==> config.mk <==
export PLATFORM = sky130hd
export DESIGN_NAME = elbeth_writeback_arbiter
export DESIGN_NICKNAME = d
export VERILOG_FILES = /design/src/rtl/elbeth_writeback_arbiter.sv
export SDC_FILE = /design/constraint.sdc
export NUM_CORES = 1
export LEC_CHECK = 0
export CAP_MARGIN = 20
export CORE_UTILIZATION = 47
export DETAILED_ROUTE_END_ITERATION = 6
export HOLD_SLACK_MARGIN = 0.05
export PLACE_DENSITY = 0.74
export SLEW_MARGIN = 20
export SYNTH_ARGS = -nofsm -noshare
export SYNTH_HDL_FRONTEND = slang
export SYNTH_SLANG_ARGS = --single-unit
==> constraint.sdc <==
create_clock -name clk -period 3.1 [get_ports clk]
set_input_delay 0.62 -clock clk [delete_from_list [all_inputs] [get_ports clk]]
set_output_delay 0.62 -clock clk [all_outputs]
set_load 0.01 [all_outputs]
==> src/rtl/elbeth_writeback_arbiter.sv <==
// Writeback arbiter: ALU-priority commit of ALU results and queued loads, plus a pending-write scoreboard.
// Latency ALU 1 cycle, load >= 2 cycles; loads are backpressured by mem_ready, and an offer while full is dropped and flagged.
module elbeth_writeback_arbiter #(
  parameter int LQ_DEPTH = 2
) (
  input  logic        clk,
  input  logic        rst_n,
  input  logic        alu_valid,
  input  logic [4:0]  alu_rd_addr,
  input  logic [31:0] alu_data,
  input  logic        mem_valid,
  input  logic [4:0]  mem_rd_addr,
  input  logic [31:0] mem_data,
  output logic        mem_ready,
  input  logic        issue_valid,
  input  logic [4:0]  issue_rd_addr,
  input  logic [4:0]  id_rs1_addr,
  input  logic [4:0]  id_rs2_addr,
  output logic        id_rs1_busy,
  output logic        id_rs2_busy,
  output logic [4:0]  rd_addr,
  output logic [31:0] rd_data,
  output logic        ctrl_w_enable,
  output logic [2:0]  lq_count,
  output logic        lq_overflow
);

  localparam int PTR_W = $clog2(LQ_DEPTH);

  logic [4:0]       lq_addr [LQ_DEPTH];
  logic [31:0]      lq_data [LQ_DEPTH];
  logic [PTR_W-1:0] wr_ptr;
  logic [PTR_W-1:0] rd_ptr;
  logic [31:0]      pending;

  logic        push;
  logic        pop;
  logic        sel_vld;
  logic [4:0]  sel_addr;
  logic [31:0] sel_data;

  // Depth is a power of two, so pointers wrap naturally.
  assign mem_ready = rst_n && (lq_count < 3'(LQ_DEPTH));
  assign push      = mem_valid && mem_ready;
  assign pop       = !alu_valid && (lq_count != 3'd0);
  assign sel_vld   = alu_valid || pop;
  assign sel_addr  = alu_valid ? alu_rd_addr : lq_addr[rd_ptr];
  assign sel_data  = alu_valid ? alu_data : lq_data[rd_ptr];

  assign id_rs1_busy = (id_rs1_addr != 5'd0) && pending[id_rs1_addr];
  assign id_rs2_busy = (id_rs2_addr != 5'd0) && pending[id_rs2_addr];

  always_ff @(posedge clk) begin
    if (push) begin
      lq_addr[wr_ptr] <= mem_rd_addr;
      lq_data[wr_ptr] <= mem_data;
    end
  end

  always_ff @(posedge clk) begin
    if (!rst_n) begin
      wr_ptr        <= '0;
      rd_ptr        <= '0;
      lq_count      <= 3'd0;
      lq_overflow   <= 1'b0;
      pending       <= 32'd0;
      rd_addr       <= 5'd0;
      rd_data       <= 32'd0;
      ctrl_w_enable <= 1'b0;
    end else begin
      if (push) wr_ptr <= wr_ptr + PTR_W'(1);
      if (pop)  rd_ptr <= rd_ptr + PTR_W'(1);
      case ({push, pop})
        2'b10:   lq_count <= lq_count + 3'd1;
        2'b01:   lq_count <= lq_count - 3'd1;
        default: lq_count <= lq_count;
      endcase
      if (mem_valid && !mem_ready) lq_overflow <= 1'b1;

      if (sel_vld) begin
        rd_addr       <= sel_addr;
        rd_data       <= sel_data;
        ctrl_w_enable <= (sel_addr != 5'd0);
      end else begin
        ctrl_w_enable <= 1'b0;
      end

      // Set is applied after clear so a same-cycle issue to the committing register wins.
      begin
        logic [31:0] nxt;
        nxt = pending;
        if (sel_vld && sel_addr != 5'd0) nxt[sel_addr] = 1'b0;
        if (issue_valid && issue_rd_addr != 5'd0) nxt[issue_rd_addr] = 1'b1;
        nxt[0] = 1'b0;
        pending <= nxt;
      end
    end
  end

endmodule

==> impl_metrics.tcl, run 1 <==
set metrics [dict create \
    status "completed" \
    ys_types 47 \
    cts_tree "done" \
    synth.most_common_cell "nand2_1" \
    root_buffer "clkbuf_16" \
    clockBufferDepth 2 \
    slowest_stage "mux4_2" \
    yosys-top-cells-count "nand2_1, dfxtp_1, edfxtp_1, nor2_1, mux2i_1" \
    htree_levels 4 \
    slew_violations 0 \
    clock_latency_ps 420 \
    slew_headroom_pct 45.72 \
    rsz0062_at_grt "false" \
    crit_required_ps 2480 \
    yosys-top-cells-area "edfxtp_1, dfxtp_1, mux2i_1, nand2_1, a21boi_0" \
    grt_busiest_layer "met2" \
    synth_ff_type "dfxtp_1" \
    drc 0 \
    synth_seq_area_share_pct 55.64 \
    syn_nets 710 \
    grt_max_degree 65 \
    synth_edf_count 74 \
    yosys_warnings 0 \
    grtUsageMet3_pct 7.069 \
    num_rows 43 \
    fmax_mhz 339.0 \
    antenna_left 0 \
    crit_chain "clkdlybuf4s50_1 > buf_6 > mux4_2 > and3_1 > o21ai_0 > nand4_1 > clkbuf_2" \
    critical_path.max_fanout 6 \
    synth.avg_cell_area_sq_um 10.96 \
    grt-ovfl-total 0 \
    post_drt_wl_per_cell_um 18.26 \
    stdcell_count 945 \
    n_antenna_cell 0 \
    pin_count 139 \
    antenna_found_initial 1 \
    cp_top_family "buffers and inverters" \
    tightest_slew_ps 811.8 \
    hold_viol_final 0 \
    cp.buffers_inverters 3 \
    p_per_area_mw_per_mm2 735.0 \
    drtIter0Drc 314 \
    fin_skew_ps 6.325 \
    drive_gt1_share_pct 10.20 \
    grt_pass1_wl_mm 27.55 \
    cp-start-kind "input pin" \
    min_period_over_period_pct 95.17 \
    avgViaCountPerCell 5.699 \
    netlist_instances 614 \
    hp-class "reg -> reg" \
    p_leak_nw 3.108 \
    ys_async_sr_fraction_pct 0 \
    dp_hpwl_mm 11.90 \
    cpPeakStageDelay_ps 500 \
    cts_buffers 17 \
    path_class "in -> out" \
    p_sw_mw 1.956 \
    maxCapViolations 0 \
    track_usage_pct 24.53 \
    synth_area_leader_cell "edfxtp_1" \
    vias 5386 \
    die_w_um 121.6 \
    switching_share_pct 29.77 \
    grt_use_met1_pct 27.95 \
    core_sq_mm 0.01393 \
    first_pass_iters 6 \
    die-area_sq_mm 0.01480 \
    syn_area_sq_mm 0.006728 \
    start_util_pct 48.28 \
    routed_wl_mm 17.25 \
    grt_pass1_vias 5584 \
    period_needed_ps 2950 \
    seqPwrFrac_pct 38.7 \
    cp.arrival_ps 2330 \
    post-place-ws_ps -414.2 \
    endpoint_kind "output port" \
    place_congestion 0.9280 \
    area_delta_synth_final_pct 32.90 \
    combPwrFrac_pct 29.2 \
    internal-power_mw 4.615 \
    die_y_um 121.6 \
    clock-sinks 150 \
    cts.clk_slew.worst_paths_ps 60 \
    ir_drop_v 0.0005110 \
    dp.cells 912 \
    layout_setup_ws_ps 149.8 \
    synth_top_cell_area_share_pct 33.03 \
    io_buffers 138 \
    clockPowerShare_pct 32.1 \
    ys_seq_elements 150 \
    final-setup-viol-count 0 \
    use_met2_pct 42.26 \
    nets 848 \
]
-- flip-flops by register name, indices dropped and copies added (netlist names), named ones only --
signal,cells
ctrl_w_enable,1
lq_addr,10
lq_count,3
lq_data,64
lq_overflow,1
pending,31
rd_addr,5
rd_data,32
rd_ptr,1
wr_ptr,1
-- per-layer routing --
layer | routed length (um) | share of wire [%]
met1 | 6921 | 40
met2 | 8602 | 50
met3 | 1303 | 7.6
met4 | 425 | 2.5
met5 | 0 | 0
-- cell usage in the layout, fill, tap and decap left out, drive strengths merged, types with 2 or more instances in the layout --
| cell | netlist | layout |
|---|---|---|
| nor3 | 29 | 29 |
| nor2 | 46 | 46 |
| xor2 | 2 | 2 |
| clkdlybuf4s50 | 0 | 132 |
| nand4b | 4 | 4 |
| clkbuf | 20 | 24 |
| bufinv | 0 | 3 |
| nand2 | 78 | 78 |
| clkinv | 0 | 3 |
| a31oi | 5 | 5 |
| o21a | 4 | 4 |
| mux2 | 3 | 3 |
| and2 | 9 | 9 |
| dfxtp | 76 | 76 |
| nand3 | 2 | 2 |
| and3 | 4 | 4 |
| buf | 24 | 27 |
| nand4 | 2 | 2 |
| edfxtp | 74 | 74 |
| clkinvlp | 0 | 3 |
| nand4bb | 3 | 3 |
| nor3b | 4 | 4 |
| o211ai | 34 | 34 |
| a21boi | 34 | 34 |
| or4 | 3 | 3 |
| mux4 | 13 | 13 |
| dlygate4sd2 | 0 | 3 |
| nand3b | 2 | 2 |
| nand2b | 2 | 2 |
| mux2i | 43 | 43 |
| a21oi | 31 | 31 |
| nor2b | 4 | 4 |
| inv | 6 | 6 |
| o21ai | 42 | 42 |
-- what timing repair did --
item	in CTS	in global routing
gates resized for setup	10	2
setup endpoints to repair	2	1
hold buffers	0	0
buffers inserted	1	0
hold endpoints to repair	0	0
-- worst min-delay path: cells and delay by family, from the launching register on --
| kind | cells | cell delay [ps] |
|---|---|---|
| flip-flops | 1 | 310 |
| AO/OA/AOI/OAI | 1 | 60 |
| AND/OR/NAND/NOR | 1 | 50 |
-- cell families (layout without fill, tap and decap cells) --
family,count (synthesis),after routing,share of synthesized area [%]
XOR/XNOR,3,3,0.3906
multiplexers,59,59,11.61
adder cells (fa/ha/maj),2,2,0.4835
buffers and inverters,50,201,3.608
AO/OA/AOI/OAI,153,153,14.39
AND/OR/NAND/NOR,197,197,13.87
flip-flops,150,150,55.64
-- power by group through the flow --
stage | sequential (mW) | combinational (mW) | clock [mW]
2_1_floorplan | 2.60 | 1.11 | 0
3_3_place_gp | 2.57 | 1.86 | 0
3_5_place_dp | 2.58 | 1.91 | 0
4_1_cts | 2.54 | 1.94 | 2.13
5_1_grt | 2.57 | 2.10 | 2.23
6_report | 2.54 | 1.92 | 2.11
-- per-stage QoR --
| step | hold WS [ps] | power, mW | utilization [%] | instance area, sq um | setup TNS [ps] |
|---|---|---|---|---|---|
| after floorplan | 485.2 | 3.709 | - | 6728 | 0 |
| after global placement | 448.8 | 4.423 | 59.76 | 8327 | -565.5 |
| after detailed placement | 457.3 | 4.489 | 59.76 | 8327 | -612.6 |
| after CTS | 464.3 | 6.613 | 64.19 | 8945 | 0 |
| after global routing | 483.8 | 6.899 | 64.16 | 8941 | 0 |
| final | 462.1 | 6.572 | 64.16 | 8941 | 0 |
-- final timing paths --
kind	startpoint	endpoint	slack [ps]	cells past startpoint
setup / recovery	id_rs1_addr[0]	id_rs1_busy	150	7
hold reg to reg	rd_data[3]	rd_data[3]	460	2
setup reg to reg	lq_count[1]	lq_count[2]	870	8
hold / removal	rd_data[3]	rd_data[3]	460	2
-- area by class of cell --
type / count / area [sq um]
Fill cell: 1100 / 4994
Clock inverter: 9 / 125.1
Clock buffer: 23 / 488.0
Inverter: 6 / 22.52
Tap cell: 180 / 225.2
Multi-Input combinational cell: 414 / 2765
Timing Repair Buffer: 163 / 1570
Sequential cell: 150 / 3745
No activity file was read; power rests on OpenSTA's default activity.
==> inputs of run 2 (changes only) <==
==> constraint.sdc (replaced) <==
create_clock -name clk -period 3.1 [get_ports clk]
set_input_delay 0.62 -clock clk [delete_from_list [all_inputs] [get_ports clk]]
set_output_delay 0.62 -clock clk [all_outputs]
set_load 0.05 [all_outputs]
==> run 2 against run 1 <==
Net effect: non-clock buffer count shrank 4; final cell count shrank 0.53%; routed wire length shrank 4.4%; clock skew grew 7.5 ps; clock power is essentially flat; global-route usage shrank 1.0 points; sequential power is essentially flat; largest cell class unchanged.
==> impl_metrics.tcl, run 2 (synthesis gave the netlist of run 1 again) <==
set metrics [dict create \
    final-setup-viol-count 0 \
    p_per_area_mw_per_mm2 789.3 \
    drive_gt1_share_pct 10.39 \
    cpPeakStageDelay_ps 480 \
    die_y_um 121.6 \
    path_class "in -> out" \
    final_util_pct 64.27 \
    crit_required_ps 2480 \
    die-area_sq_mm 0.01480 \
    place_area_sq_mm 0.008307 \
    largest-register "lq_data" \
    dp_hpwl_mm 11.44 \
    largest_reg_flops 64 \
    antenna_found_initial 1 \
    hold_viol_final 0 \
    cp.arrival_ps 2440 \
    hold_buffers 0 \
    fmax_mhz 326.7 \
    cts_buffers 17 \
    drc 0 \
    slowest_stage "clkdlybuf4s50_1" \
    stdcell_area_sq_mm 0.008956 \
    fin_skew_ps 13.81 \
    slew_violations 0 \
    min_period_over_period_pct 98.74 \
    die_w_um 121.6 \
    tightest_slew_ps 794.8 \
    ir_drop_v 0.0004873 \
    rsz0062_at_grt "true" \
    grt_pass1_vias 5397 \
    core_sq_mm 0.01393 \
    antenna_left 0 \
    first_pass_iters 6 \
    clock-sinks 150 \
    endpoint_kind "output port" \
    slew_headroom_pct 46.86 \
    cp_top_family "buffers and inverters" \
    htree_levels 4 \
    status "completed" \
    post_drt_wl_per_cell_um 17.54 \
    layout_common_cells "clkdlybuf4s50_1, nand2_1, dfxtp_1, edfxtp_1, nor2_1" \
    nets 844 \
    drtIter0Drc 447 \
    clock_latency_ps 420 \
    avgViaCountPerCell 5.645 \
    cts_tree "done" \
    p_leak_nw 3.115 \
    root_buffer "clkbuf_16" \
    grt_max_degree 78 \
    largestRegisters "lq_data (64), rd_data (32), pending (31)" \
    place_congestion 0.9567 \
    critical_path.max_fanout 7 \
    clockBufferDepth 2 \
    grt-ovfl-total 0 \
    area_delta_synth_final_pct 33.12 \
    routed_wl_mm 16.49 \
    cts.clk_slew.worst_paths_ps 60 \
    track_usage_pct 23.52 \
    period_needed_ps 3061 \
    n_antenna_cell 0 \
    hp-class "reg -> reg" \
    start_util_pct 48.28 \
    maxCapViolations 0 \
    pin_count 139 \
    cp-start-kind "input pin" \
    cp.buffers_inverters 4 \
    vias 5306 \
    grt_pass1_wl_mm 26.47 \
    num_rows 43 \
    final_common_cell "clkdlybuf4s50_1" \
    crit_chain "clkdlybuf4s50_1 > buf_6 > buf_4 > mux4_2 > o211ai_1 > nand4_1 > buf_12" \
    io_buffers 138 \
]
[run 2: timing repair]
action	CTS	global route
endpoints found under the setup margin	1	2
buffers inserted	0	2
pin swaps	0	2
resized for setup	2	6
[run 2: metal layers]
layer	up-vias	wire [um]	track usage [%]
met4	0	281	9.414
met1	2545	6821	28.41
li1	2527	-	-
met2	214	8037	39.10
met5	-	0	0
met3	20	1351	7.257
[run 2: where the power goes]
part | leakage, nW | internal (mW) | switching, mW
Clock | 0.303 | 1.36 | 0.774
Sequential | 1.30 | 2.38 | 0.160
Combinational | 1.51 | 0.905 | 1.49
Total | 3.12 | 4.64 | 2.43
[run 2: layout make-up]
class,count,area [sq um]
Sequential cell,150,3745
Clock buffer,19,442.9
Multi-Input combinational cell,414,2774
Inverter,6,22.52
Timing Repair Buffer,159,1569
Fill cell,1082,4979
Clock inverter,12,177.7
Tap cell,180,225.2
[run 2: worst register-to-register path: cells and delay by family (launching register included)]
family                     cells  cell delay, ps
and+or+nand+nor                2             450
buffers and inverters          1              60
xor gates and xnor gates       1             160
adders and majority gates      2             630
AOI/OAI and AO/OA              2             450
DFF                            1             460
[run 2: through the flow]
stage	worst slack (ps)	power [mW]	hold slack, ps	TNS, ps	instances
after floorplan	166.3	4.191	511.0	0	614
after global placement	-210.1	4.925	449.3	-210.1	907
after detailed placement	-242.2	4.973	456.3	-242.2	907
after CTS	0.07083	7.119	471.2	0	938
after global routing	-29.30	7.400	491.5	-29.30	940
final	38.97	7.069	466.9	0	940
[run 2: final timing paths]
kind / from / to / slack, ps / cells past startpoint
setup / recovery: id_rs1_addr[0] / id_rs1_busy / 40 / 7
hold / removal: rd_data[30] / rd_data[30] / 470 / 2
setup reg to reg: lq_count[1] / lq_count[2] / 800 / 8
hold reg to reg: rd_data[30] / rd_data[30] / 470 / 2
==> inputs of run 3 (changes only) <==
--- a/config.mk
+++ b/config.mk
@@ -6,10 +6,10 @@
 export NUM_CORES = 1
 export LEC_CHECK = 0
 export CAP_MARGIN = 20
-export CORE_UTILIZATION = 47
+export CORE_UTILIZATION = 50
 export DETAILED_ROUTE_END_ITERATION = 6
 export HOLD_SLACK_MARGIN = 0.05
-export PLACE_DENSITY = 0.74
+export PLACE_DENSITY = 0.78
 export SLEW_MARGIN = 20
 export SYNTH_ARGS = -nofsm -noshare
 export SYNTH_HDL_FRONTEND = slang
==> run 3 against run 2 <==
Net effect: fmax up 2.1%; clock skew down 7.9 ps; hold slack got worse by 6.3 ps; worst setup slack better by 63 ps; via count increased by 0.94%; count of clock-buffer cells in the layout rose by 4; flip-flop and latch count stayed put; largest power group unchanged; register-to-register slack got worse by 50 ps; cell area is 0.99% lower; combinational power barely moved; core utilization increased by 3.0 points; first-iteration DRC count fell by 8.7%.
==> impl_metrics.tcl, run 3 (synthesis gave the netlist of run 1 again) <==
set metrics [dict create \
    critical_path.max_fanout 4 \
    final_common_cell "clkdlybuf4s50_1" \
    tns_ps 0 \
    r2r_slack_ps 750 \
    path_class "in -> out" \
    slew_headroom_pct 45.69 \
    holdPathStages 2 \
    avgViaCountPerCell 5.734 \
    min_from "rd_data[6]" \
    htree_levels 4 \
    vias 5356 \
    slowest_stage "mux4_2" \
    p_sw_mw 2.435 \
    root_buffer "clkbuf_16" \
    drc 0 \
    post_drt_wl_per_cell_um 18.22 \
    tightest_slew_ps 812.2 \
    place_congestion 0.8980 \
    die_w_um 118.0 \
    core_sq_mm 0.01319 \
    endpoint_kind "output port" \
    min_to "rd_data[6]" \
    crit_required_ps 2480 \
    die_y_um 118.0 \
    cp-start-kind "input pin" \
    combPwrFrac_pct 34.6 \
    p_per_area_mw_per_mm2 783.2 \
    min_period_over_period_pct 96.72 \
    clockBufferDepth 2 \
    clock-sinks 150 \
    largest_reg_flops 64 \
    p_total_mw 6.945 \
    hold_viol_final 0 \
    fin_skew_ps 5.905 \
    clock_latency_ps 420 \
    place_area_sq_mm 0.008307 \
    ir_drop_v 0.0004558 \
    io_buffers 138 \
    start_util_pct 51.01 \
    dp_hpwl_mm 11.66 \
    final_util_pct 67.23 \
    ctsResizeCount 5 \
    n_antenna_cell 0 \
    antenna_found_initial 0 \
    r2r-end "pending[10]" \
    crit_chain "dlygate4sd2_1 > mux4_2 > nand4b_1 > o21ai_1 > or4_1 > buf_4" \
    stdcell_area_sq_mm 0.008867 \
    switching_share_pct 35.06 \
    period_needed_ps 2998 \
    cpPeakStageDelay_ps 550 \
    fmax_mhz 333.5 \
    num_rows 42 \
    maxCapViolations 0 \
    drive_gt1_share_pct 9.499 \
    routed_wl_mm 17.01 \
    grt_max_degree 78 \
    grt-ovfl-total 0 \
    nets 841 \
    cp.buffers_inverters 2 \
    track_usage_pct 25.19 \
    clockPowerShare_pct 28.5 \
    cp.arrival_ps 2380 \
    hold_buffers 0 \
    die-area_sq_mm 0.01392 \
    largestRegisters "lq_data (64), rd_data (32), pending (31)" \
    layout_common_cells "clkdlybuf4s50_1, nand2_1, dfxtp_1, edfxtp_1, nor2_1" \
    status "completed" \
    hp-class "reg -> reg" \
    internal-power_mw 4.510 \
    first_pass_iters 5 \
    antenna_left 0 \
    hold_ws_ps 460.6 \
    pin_count 139 \
    cp_top_family "simple AND/OR/NAND/NOR gates" \
    cts.clk_slew.worst_paths_ps 60 \
    p_leak_nw 3.072 \
    seqPwrFrac_pct 36.9 \
    drtIter0Drc 408 \
    cts_buffers 17 \
    final-setup-viol-count 0 \
    rsz0062_at_grt "false" \
    cts_tree "done" \
    postCtsSetupRepairBufs 0 \
    grt_pass1_vias 5347 \
    largest-register "lq_data" \
    area_delta_synth_final_pct 31.80 \
    ff2ff_path_depth 4 \
    grt_pass1_wl_mm 27.10 \
    slew_violations 0 \
]
[run 3: changes by cell type in the layout (fill, tap and decap cells not counted), sizes merged]
cell and change:
clkbuf +5, dlymetal6s2s -1, bufinv -2, clkdlybuf4s50 -1, clkinv -1, buf -3
dlygate4sd2 +2, clkdlybuf4s15 -1
[run 3: area by class of cell]
| type | count | area (sq um) |
|---|---|---|
| fill | 967 | 4323 |
| sequential | 150 | 3745 |
| multi-input combinational | 414 | 2765 |
| timing repair buffer | 156 | 1545 |
| clock buffer | 23 | 467.9 |
| tap | 176 | 220.2 |
| clock inverter | 9 | 101.3 |
| inverter | 6 | 22.52 |
[run 3: how the worst max path moves through the flow]
stage                    from       endpoint  slack [ps]  depth (start not counted)
4_1_cts        id_rs2_addr[0]    id_rs2_busy          20                          6
3_5_place_dp   id_rs2_addr[0]    id_rs2_busy        -280                          6
6_report       id_rs2_addr[1]    id_rs2_busy         100                          6
2_1_floorplan     lq_count[2]  lq_addr[0][0]         170                          3
5_1_grt        id_rs1_addr[2]    id_rs1_busy           9                          6
3_3_place_gp   id_rs2_addr[0]    id_rs2_busy        -190                          6
[run 3: power by group through the flow]
stage	clock (mW)	sequential (mW)	combinational [mW]
floorplan	0	3.06	1.13
global placement	0	2.58	2.35
detailed placement	0	2.60	2.40
CTS	2.00	2.57	2.41
global route	2.10	2.60	2.57
finish	1.98	2.56	2.41
[run 3: layer usage]
| metal | global-route usage (%) | part of all wire (%) |
|---|---|---|
| met2 | 43.09 | 50 |
| met5 | 0 | 0 |
| met3 | 6.977 | 8.0 |
| met4 | 10.74 | 2.3 |
| met1 | 29.63 | 40 |
[run 3: worst register-to-register path: stages, from the launching register on]
cell and delay [ps]:
dfxtp_2 640, mux2_2 430, mux2i_4 310, nor3b_1 660, a21oi_1 160
[run 3: through the flow]
step	setup slack, ps	cells
2_1_floorplan	166.3	614
3_3_place_gp	-190.8	902
3_5_place_dp	-275.4	902
4_1_cts	23.02	934
5_1_grt	8.582	934
6_report	101.7	934
